==> src/rtl/mem_port_arbiter.sv <==
// Shared single-word memory port arbiter for the fetch and data request ports.
// D has priority in IDLE; i_resp is held until the pipeline advances.
module mem_port_arbiter #(
    parameter int WIDTH = 32,
    parameter int BE_W  = WIDTH / 8
) (
    input  logic             clk,
    input  logic             rst,
    input  logic             i_read,
    input  logic [WIDTH-1:0] i_addr,
    output logic [WIDTH-1:0] i_rdata,
    output logic             i_resp,
    input  logic             d_read,
    input  logic             d_write,
    input  logic [WIDTH-1:0] d_addr,
    input  logic [WIDTH-1:0] d_wdata,
    input  logic [BE_W-1:0]  d_byte_enable,
    output logic [WIDTH-1:0] d_rdata,
    output logic             d_resp,
    output logic             mem_read,
    output logic             mem_write,
    output logic [WIDTH-1:0] mem_addr,
    output logic [WIDTH-1:0] mem_wdata,
    output logic [BE_W-1:0]  mem_byte_enable,
    input  logic [WIDTH-1:0] mem_rdata,
    input  logic             mem_resp
);

    typedef enum logic [1:0] {
        IDLE,
        I_WAIT,
        D_WAIT
    } state_t;

    state_t           state;
    logic             i_hold;
    logic             d_done;
    logic [WIDTH-1:0] i_tag;

    logic d_req;
    logic advance;
    logic d_grant;
    logic i_grant;
    logic i_cpl;

    assign d_req   = d_read | d_write;
    assign advance = i_hold & (~d_req | d_resp | d_done);
    assign i_resp  = i_hold;

    // d_done and a live d_resp both mark the current D op as already served
    assign d_grant = (state == IDLE) & d_req & ~d_done & ~d_resp;
    assign i_grant = (state == IDLE) & ~d_grant & i_read & ~i_hold;

    // Fetch data is kept only if the pipeline still wants the same address
    assign i_cpl = (state == I_WAIT) & mem_resp & i_read & (i_addr == i_tag);

    // Arbitration FSM with registered memory-side and response outputs
    always_ff @(posedge clk) begin
        if (rst) begin
            state           <= IDLE;
            i_hold          <= 1'b0;
            d_done          <= 1'b0;
            i_tag           <= '0;
            i_rdata         <= '0;
            d_rdata         <= '0;
            d_resp          <= 1'b0;
            mem_read        <= 1'b0;
            mem_write       <= 1'b0;
            mem_addr        <= '0;
            mem_wdata       <= '0;
            mem_byte_enable <= '0;
        end else begin
            d_resp <= 1'b0;
            i_hold <= (i_hold | i_cpl) & ~advance;
            d_done <= (d_done | d_resp) & ~advance;
            unique case (state)
                IDLE: begin
                    if (d_grant) begin
                        mem_read  <= d_read;
                        mem_write <= d_write;
                        mem_addr  <= d_addr;
                        mem_wdata <= d_wdata;
                        mem_byte_enable <= d_write ? d_byte_enable : '1;
                        state     <= D_WAIT;
                    end else if (i_grant) begin
                        mem_read        <= 1'b1;
                        mem_addr        <= i_addr;
                        mem_byte_enable <= '1;
                        i_tag           <= i_addr;
                        state           <= I_WAIT;
                    end
                end
                I_WAIT: begin
                    if (mem_resp) begin
                        mem_read <= 1'b0;
                        state    <= IDLE;
                        if (i_cpl) begin
                            i_rdata <= mem_rdata;
                        end
                    end
                end
                D_WAIT: begin
                    if (mem_resp) begin
                        mem_read  <= 1'b0;
                        mem_write <= 1'b0;
                        d_resp    <= 1'b1;
                        state     <= IDLE;
                        if (mem_read) begin
                            d_rdata <= mem_rdata;
                        end
                    end
                end
                default: state <= IDLE;
            endcase
        end
    end

endmodule

==> config.mk <==
export PLATFORM = sky130hd
export DESIGN_NAME = mem_port_arbiter
export DESIGN_NICKNAME = d
export VERILOG_FILES = /design/src/rtl/mem_port_arbiter.sv
export SDC_FILE = /design/constraint.sdc
export NUM_CORES = 1
export LEC_CHECK = 0
export ABC_CLOCK_PERIOD_IN_PS = 3100
export CAP_MARGIN = 0
export CORE_ASPECT_RATIO = 1.75
export CORE_MARGIN = 2
export CORE_UTILIZATION = 47
export DETAILED_ROUTE_END_ITERATION = 16
export GPL_TIMING_DRIVEN = 0
export PLACE_DENSITY = 0.86
export SYNTH_ARGS = -nofsm -noshare
export SYNTH_HDL_FRONTEND = slang
export SYNTH_SLANG_ARGS = --single-unit
==> constraint.sdc <==
create_clock -name clk -period 3.1 [get_ports clk]
set_input_delay 0.465 -clock clk [delete_from_list [all_inputs] [get_ports clk]]
set_output_delay 0.465 -clock clk [all_outputs]
set_load 0.01 [all_outputs]
Word-level counts from Yosys, hierarchy flattened
Cells that the tools add are included. Widths: inputs -> output; s select.

Register bits: 171. Output and inout bits: 136. Logic and storage cells: 73.

Eq/ne operators: 7. Mux-type cells: 16. Bitwise operators: 24. Reduce and logical (&&, ||, !) cells: 14.

Operator list (count): $mux 32 (2); $eq 32x32->1 (1); $reduce_and 3->1 (5); $and 1x1->1 (12); $mux 4 (3); $not 1->1 (7); $mux 2 (3); $reduce_and 2->1 (3); $reduce_bool 2->1 (3); $mux 1 (5); $or 1x1->1 (5); $ne 2x2->1 const B (2); $pmux 1 s2 (2); $pmux 2 s2 (1); $reduce_or 2->1 (2); $ne 3x3->1 const B (1); $eq 2x1->1 const B (1); $eq 2x2->1 const B (1); $logic_not 2->1 (1); $ne 2x1->1 const B (1).

Logic depth before layout (Yosys ltp)
Gate-level depths: netlist (run 1).

Word-level depth: 11. Gate-level depth with buffers: 8. Depth with buffers taken out: 7.

Least setup slack after synthesis (run 1)
No wires, ideal clock.

Path kind: input to register. From: in i_addr[28]. To: reg i_rdata[0]. Library setup time: 0.072 ns. Data arrival time: 2.112 ns. Required time: 3.028 ns. Slack: 0.916 ns. Cell stages on the path: 6. Buffers on the path: 1. Path through: xnor2_1 -> nand4_1 -> or4_4 -> nor4_4 -> buf_6 -> mux2i_1.

Cells in the longest elaborated chain, start to end: 3.

Ends and longest elaborated chain: start, declared (RTL line 10) `input logic [WIDTH-1:0] i_addr,`; $eq 32x32->1 (RTL line 55) `assign i_cpl = (state == I_WAIT) & mem_resp & i_read & (i_addr == i_tag);`; $and 1x1->1 (RTL line 55); $reduce_and 3->1 (no line); end signal, assigned (RTL line 98) `i_rdata <= mem_rdata;`; end, declared (RTL line 11) `output logic [WIDTH-1:0] i_rdata,`.

Every way passes these cells. A chain may end at the register's enable or synchronous reset.

Worst setup path after layout (run 1)
From: in i_addr[28]. To: reg i_rdata[17].

The elaborated chain is that of the path after synthesis.

==> reports/summary.txt, run 1 <==
status: completed
FF+latch area: 3420 um^2
Avg Cell Area, Syn: 8.63 um^2
Seq/Total Area, Yosys: 49.3%
fin cells: 1287
H-tree depth: 4
Tot Pwr: 6210 uW
Buffers on Ports: 272
Seq pwr share: 41.2%
Worst Setup Start Kind: primary input
Post-synth EDFFs: 0
Critical Path Start: i_addr[28]
Comb pwr share: 26.9%
Final setup viols: 0
Total Routed Length: 21300 um
Post-Syn Area: 6940 um^2
Sw Pwr: 1930 uW
RR Startpoint: state[0]
vias in the first global route: 6673
Synth Warn #: 0
first drt pass iteration count: 5
# resized after CTS: 0
Die ar.: 15800 um^2
largest net degree at the start of global routing: 17
routability congestion estimate from global placement: 0.851
row cnt: 58
Die Width: 95.9 um
Primary FF master, synth: dfxtp_1
Vias per Instance: 5.14
CTS max path bufs: 2
HPWL after detailed placement: 16500 um
max-slew violations: 0
dominant cells by area after synthesis: dfxtp_1 (49%), nand2_1 (11%), mux2i_1 (9.4%)
# Max-Cap Violations: 0
RSZ-0062 raised after global routing: no
clk_skew: 0.0135 ns
Hold Crit Class: register to register
Antenna Nets Post-Route: 0
gr usage total: 27.0%
fraction of final layout cells with drive strength greater than 1: 3.07%
Synth area leader: dfxtp_1
CTS tree: yes
Clock Latency Late Sink: 0.42 ns
Mapped Cells: 804
number of distinct library cells after synthesis: 32
area of the multi-input gates: 3260 um^2
Final Cell Area: 10400 um^2
Worst R2R Path Depth: 8
Die Ht: 165 um
io pins: 274
WS Path Type: primary input to register
Async S/R FF share, synth: 0%
Worst setup endpoint: i_rdata[17]
Max Clock Freq: 370 MHz
final worst path period need: 2.70 ns
# fillers: 1140
Cell Chain, Critical Path: clkdlybuf4s50_1 > xnor2_1 > nand4_1 > or4_4 > nor4_4 > buf_6 > mux2i_1
stages on the worst setup path: 7
root buffer cell: clkbuf_16
initial antenna violation count: 0
hold_buf cts: 0
slew at the pin closest to its max-slew limit: 0.780 ns
Pwr Density: 595 nW/um^2
Sink Count: 171
WL per Instance: 16.5 um
via count: 6618
Leak: 0.00400 uW
initial drt markers: 247
Crit path max-delay family: simple AND/OR/NAND/NOR gates
total gr overflow: 0
Slowest cell on crit path: clkdlybuf4s50_1
Clock Pin Slew Worst Setup and Hold Paths: 0.06 ns
Worst slew margin: 48.0%
Critical Path Fanout Max: 10
Sw Share: 31.1%
Clk pwr share: 31.8%
Synth top area share: 49.3%
r2r endpoint: mem_wdata[18]
CTS Buf Count: 17
Synth Register Bits: 171
fin nets: 1237
syn_nets: 946
Setup Buffers After CTS: 0
fin crit share: 87.2%
VDD IR-drop max: 0.390 mV
slowest stage delay, CP: 0.60 ns
drt drc: 0
Int Power: 4280 uW
final hold violation count: 0
Area Growth Syn to Fin: 50.3%
Core Region: 14400 um^2
placed cell count: 1256
Worst Path Required: 3.44 ns
Area after DPL: 9890 um^2
Starting Density: 48.1%
Antenna Cells: 0
R2R Setup Slk: 0.57 ns
hold-critical path depth: 2
first-pass GRT wire length: 32800 um
CP Capture Type: register
worst path bufs/invs: 2
Arr. time, crit path: 3.04 ns
[per-layer routing]
layer | up-vias | global-route usage [%] | routed length [um]
li1 | 3251 | - | -
met1 | 3041 | 27.2 | 7510
met2 | 271 | 49.9 | 11500
met3 | 55 | 6.93 | 1520
met4 | 0 | 13.1 | 810
met5 | - | 0 | 0
[cells in the final DEF (no fill, tap or decap), drive strengths merged, types with 6 or more instances in the layout]
cell type | netlist | routed
a21oi | 68 | 68
a311oi | 33 | 33
buf | 8 | 8
clkbuf | 48 | 67
clkdlybuf4s50 | 0 | 272
dfxtp | 171 | 171
inv | 6 | 12
mux2i | 65 | 65
nand2 | 195 | 195
nand2b | 66 | 66
nand4 | 6 | 6
nor2 | 75 | 75
xnor2 | 21 | 21
xor2 | 11 | 11
[tightest hold or removal path, stage by stage (launching register included)]
cell	delay, ns
dfxtp_1	0.31
nand2_1	0.05
a21oi_1	0.05
[metrics by stage]
step                      util, %  hold WS (ns)  setup TNS (ns)  setup slack [ns]
after floorplan                 -         0.481               0             0.916
final                        72.2         0.452               0             0.396
after CTS                    72.2         0.454               0             0.411
after global placement       68.5         0.440               0            0.0163
after detailed placement     68.5         0.446        -0.00950          -0.00950
after global routing         72.2         0.465               0             0.237
[synthesized netlist by cell type (2+ instances only)]
| library cell | n |
|---|---|
| a21oi_1 | 68 |
| inv_1 | 6 |
| dfxtp_1 | 171 |
| xor2_1 | 11 |
| o21ai_0 | 2 |
| mux2i_1 | 65 |
| xnor2_1 | 21 |
| nand2_1 | 195 |
| ha_1 | 4 |
| nor2_1 | 75 |
| nand3_1 | 3 |
| a311oi_1 | 33 |
| clkbuf_1 | 48 |
| nand4_1 | 6 |
| nor3_1 | 3 |
| buf_1 | 5 |
| nor3b_1 | 2 |
| nor4_1 | 2 |
| o22ai_1 | 4 |
| buf_6 | 3 |
| nand2b_1 | 66 |
[cell families after synthesis]
logic type / synth area share, %
AO/OA/AOI/OAI: 10.1
flip-flops: 49.3
multiplexers: 9.38
buffers and inverters: 3.68
adder cells (fa/ha/maj): 0.721
XOR/XNOR: 4.04
AND/OR/NAND/NOR: 22.8
[cell type report]
type	count	share of cell area, %
plain buffers	56	2.23
clock buffers	19	4.15
clock inverters	12	1.03
inverters	6	0.216
multi-input cells	571	31.3
flip-flops and latches	171	32.8
well taps	180	2.16
repair buffers	272	26.1
[state kept, by name (all words and copies together) (netlist names)]
signal / count
i_rdata: 32
state: 2
i_tag: 32
d_done: 1
d_rdata: 32
mem_read: 1
d_resp: 1
mem_write: 1
mem_addr: 32
i_resp: 1
mem_byte_enable: 4
mem_wdata: 32
[worst min-delay path by stage]
| stage | slack [ns] | startpoint | endpoint |
|---|---|---|---|
| finish | 0.45 | mem_wdata[15] | mem_wdata[15] |
| global route | 0.47 | mem_wdata[15] | mem_wdata[15] |
| CTS | 0.45 | mem_wdata[15] | mem_wdata[15] |
| detailed placement | 0.45 | mem_wdata[15] | mem_wdata[15] |
| global placement | 0.44 | mem_wdata[16] | mem_wdata[16] |
| floorplan | 0.48 | d_rdata[0] | d_rdata[0] |
[power groups by stage]
stage / Combinational, uW / Clock, uW / Sequential [uW]
finish: 1670 / 1980 / 2560
global route: 1830 / 2100 / 2580
CTS: 1690 / 2010 / 2560
detailed placement: 1680 / 0 / 2610
global placement: 1650 / 0 / 2600
floorplan: 723 / 0 / 2690
(Power assumes the default switching activity.)
==> run 2: changes to the inputs <==
- MAX_ROUTING_LAYER: default -> met4
==> reports/summary.txt, run 2 (same netlist as run 1, synthesis figures left out) <==
VDD IR-drop max: 0.392 mV (+0.56%)
Area after DPL: 9890 um^2 (unchanged)
Die Ht: 165 um (unchanged)
Critical Path Fanout Max: 10 (unchanged)
HPWL after detailed placement: 16500 um (unchanged)
# resized after CTS: 0 (unchanged)
Antenna Nets Post-Route: 0 (unchanged)
final hold violation count: 0 (unchanged)
# Max-Cap Violations: 0 (unchanged)
Core Region: 14400 um^2 (unchanged)
initial antenna violation count: 0 (unchanged)
first-pass GRT wire length: 32800 um (unchanged)
total gr overflow: 0 (unchanged)
fin nets: 1237 (unchanged)
Leak: 0.00400 uW (unchanged)
Arr. time, crit path: 3.03 ns (about the same)
Final Cell Area: 10400 um^2 (unchanged)
CP Capture Type: register
worst slack, placed: -0.00950 ns (unchanged)
Worst Setup Start Kind: primary input
gr usage total: 27.8% (+0.79 points)
Buffers on Ports: 272 (unchanged)
vias in the first global route: 6668 (-0.075%)
first drt pass iteration count: 6 (+1)
commonest non-fill, non-tap cell in the layout: clkdlybuf4s50_1
initial drt markers: 284 (+15%)
most frequent cells in the layout: clkdlybuf4s50_1 (272), nand2_1 (195), dfxtp_1 (171)
row cnt: 58 (unchanged)
CTS max path bufs: 2 (unchanged)
RSZ-0062 raised after global routing: no
Clock Latency Late Sink: 0.42 ns (about the same)
Worst slew margin: 49.1% (+1.1 points)
hold_buf cts: 0 (unchanged)
Worst Path Required: 3.44 ns (about the same)
CTS tree: yes
via count: 6581 (-0.56%)
Hold Crit Class: register to register
Antenna Cells: 0 (unchanged)
Die Width: 95.9 um (unchanged)
Critical Path Start: i_addr[28]
status: completed
Setup Buffers After CTS: 0 (unchanged)
io pins: 274 (unchanged)
H-tree depth: 4 (unchanged)
clk_skew: 0.0118 ns (-0.00173 ns)
Die ar.: 15800 um^2 (unchanged)
fraction of final layout cells with drive strength greater than 1: 3.07% (unchanged)
Area Growth Syn to Fin: 50.3% (unchanged)
final worst path period need: 2.69 ns (-0.0115 ns)
Final setup viols: 0 (unchanged)
CTS Buf Count: 17 (unchanged)
RR Startpoint: state[0]
largest net degree at the start of global routing: 17 (unchanged)
fin crit share: 86.8% (-0.37 points)
Total Routed Length: 21400 um (+0.29%)
Pwr Density: 596 nW/um^2 (+0.15%)
routability congestion estimate from global placement: 0.865 (+1.6%)
max-slew violations: 0 (unchanged)
drt drc: 0 (unchanged)
root buffer cell: clkbuf_16
Sink Count: 171 (unchanged)
Max Clock Freq: 371 MHz (+0.43%)
hold_sp: mem_wdata[15]
WS Path Type: primary input to register
R2R Setup Slk: 0.56 ns (about the same)
Vias per Instance: 5.11 (-0.56%)
worst setup margin: 0.408 ns (+0.0115 ns)
Starting Density: 48.1% (unchanged)
WL per Instance: 16.6 um (+0.29%)
utilization after layout: 72.2% (unchanged)
slew at the pin closest to its max-slew limit: 0.763 ns (-0.0172 ns)
Clock Pin Slew Worst Setup and Hold Paths: 0.07 ns (about the same)
run 2: final cells by class:
cell class	count	area, um^2
fill	1140	4010
multi-input combinational	571	3260
clock buffer	19	433
inverter	6	22.5
sequential	171	3420
tap	180	225
buffer	56	233
timing repair buffer	272	2720
clock inverter	12	108
run 2: worst max-delay path, cell delays in order:
cell             delay (ns)
clkdlybuf4s50_1        0.59
xnor2_1                0.15
nand4_1                0.15
or4_4                  0.57
nor4_4                 0.60
buf_6                  0.27
mux2i_1                0.21
run 2: path summary, 6_finish.rpt:
check / to / depth (start not counted)
worst max-delay path: i_rdata[17] / 7
worst min-delay path: mem_wdata[15] / 2
worst max register to register: mem_wdata[18] / 8
worst min register to register: mem_wdata[15] / 2
run 2: metal layers:
metal | global-route usage [%] | vias to the layer above | share of wire (%)
met5 | - | - | 0
met4 | 13.1 | 0 | 4.0
met3 | 5.70 | 56 | 6.0
met2 | 49.9 | 240 | 54
met1 | 28.1 | 3037 | 36
li1 | - | 3248 | -
run 2: report_power, final:
group | internal (uW) | total [uW] | switching, uW
combinational | 800 | 1670 | 873
clock | 1050 | 1980 | 936
sequential | 2430 | 2560 | 128
total | 4280 | 6220 | 1940
run 2: stage by stage:
stage	setup TNS (ns)	total power (uW)	cells	hold slack [ns]
floorplan	0	3410	804	0.481
detailed placement	-0.00950	4280	1256	0.446
CTS	0	6250	1287	0.454
finish	0	6220	1287	0.453
global route	0	6520	1287	0.465
global placement	0	4250	1256	0.440
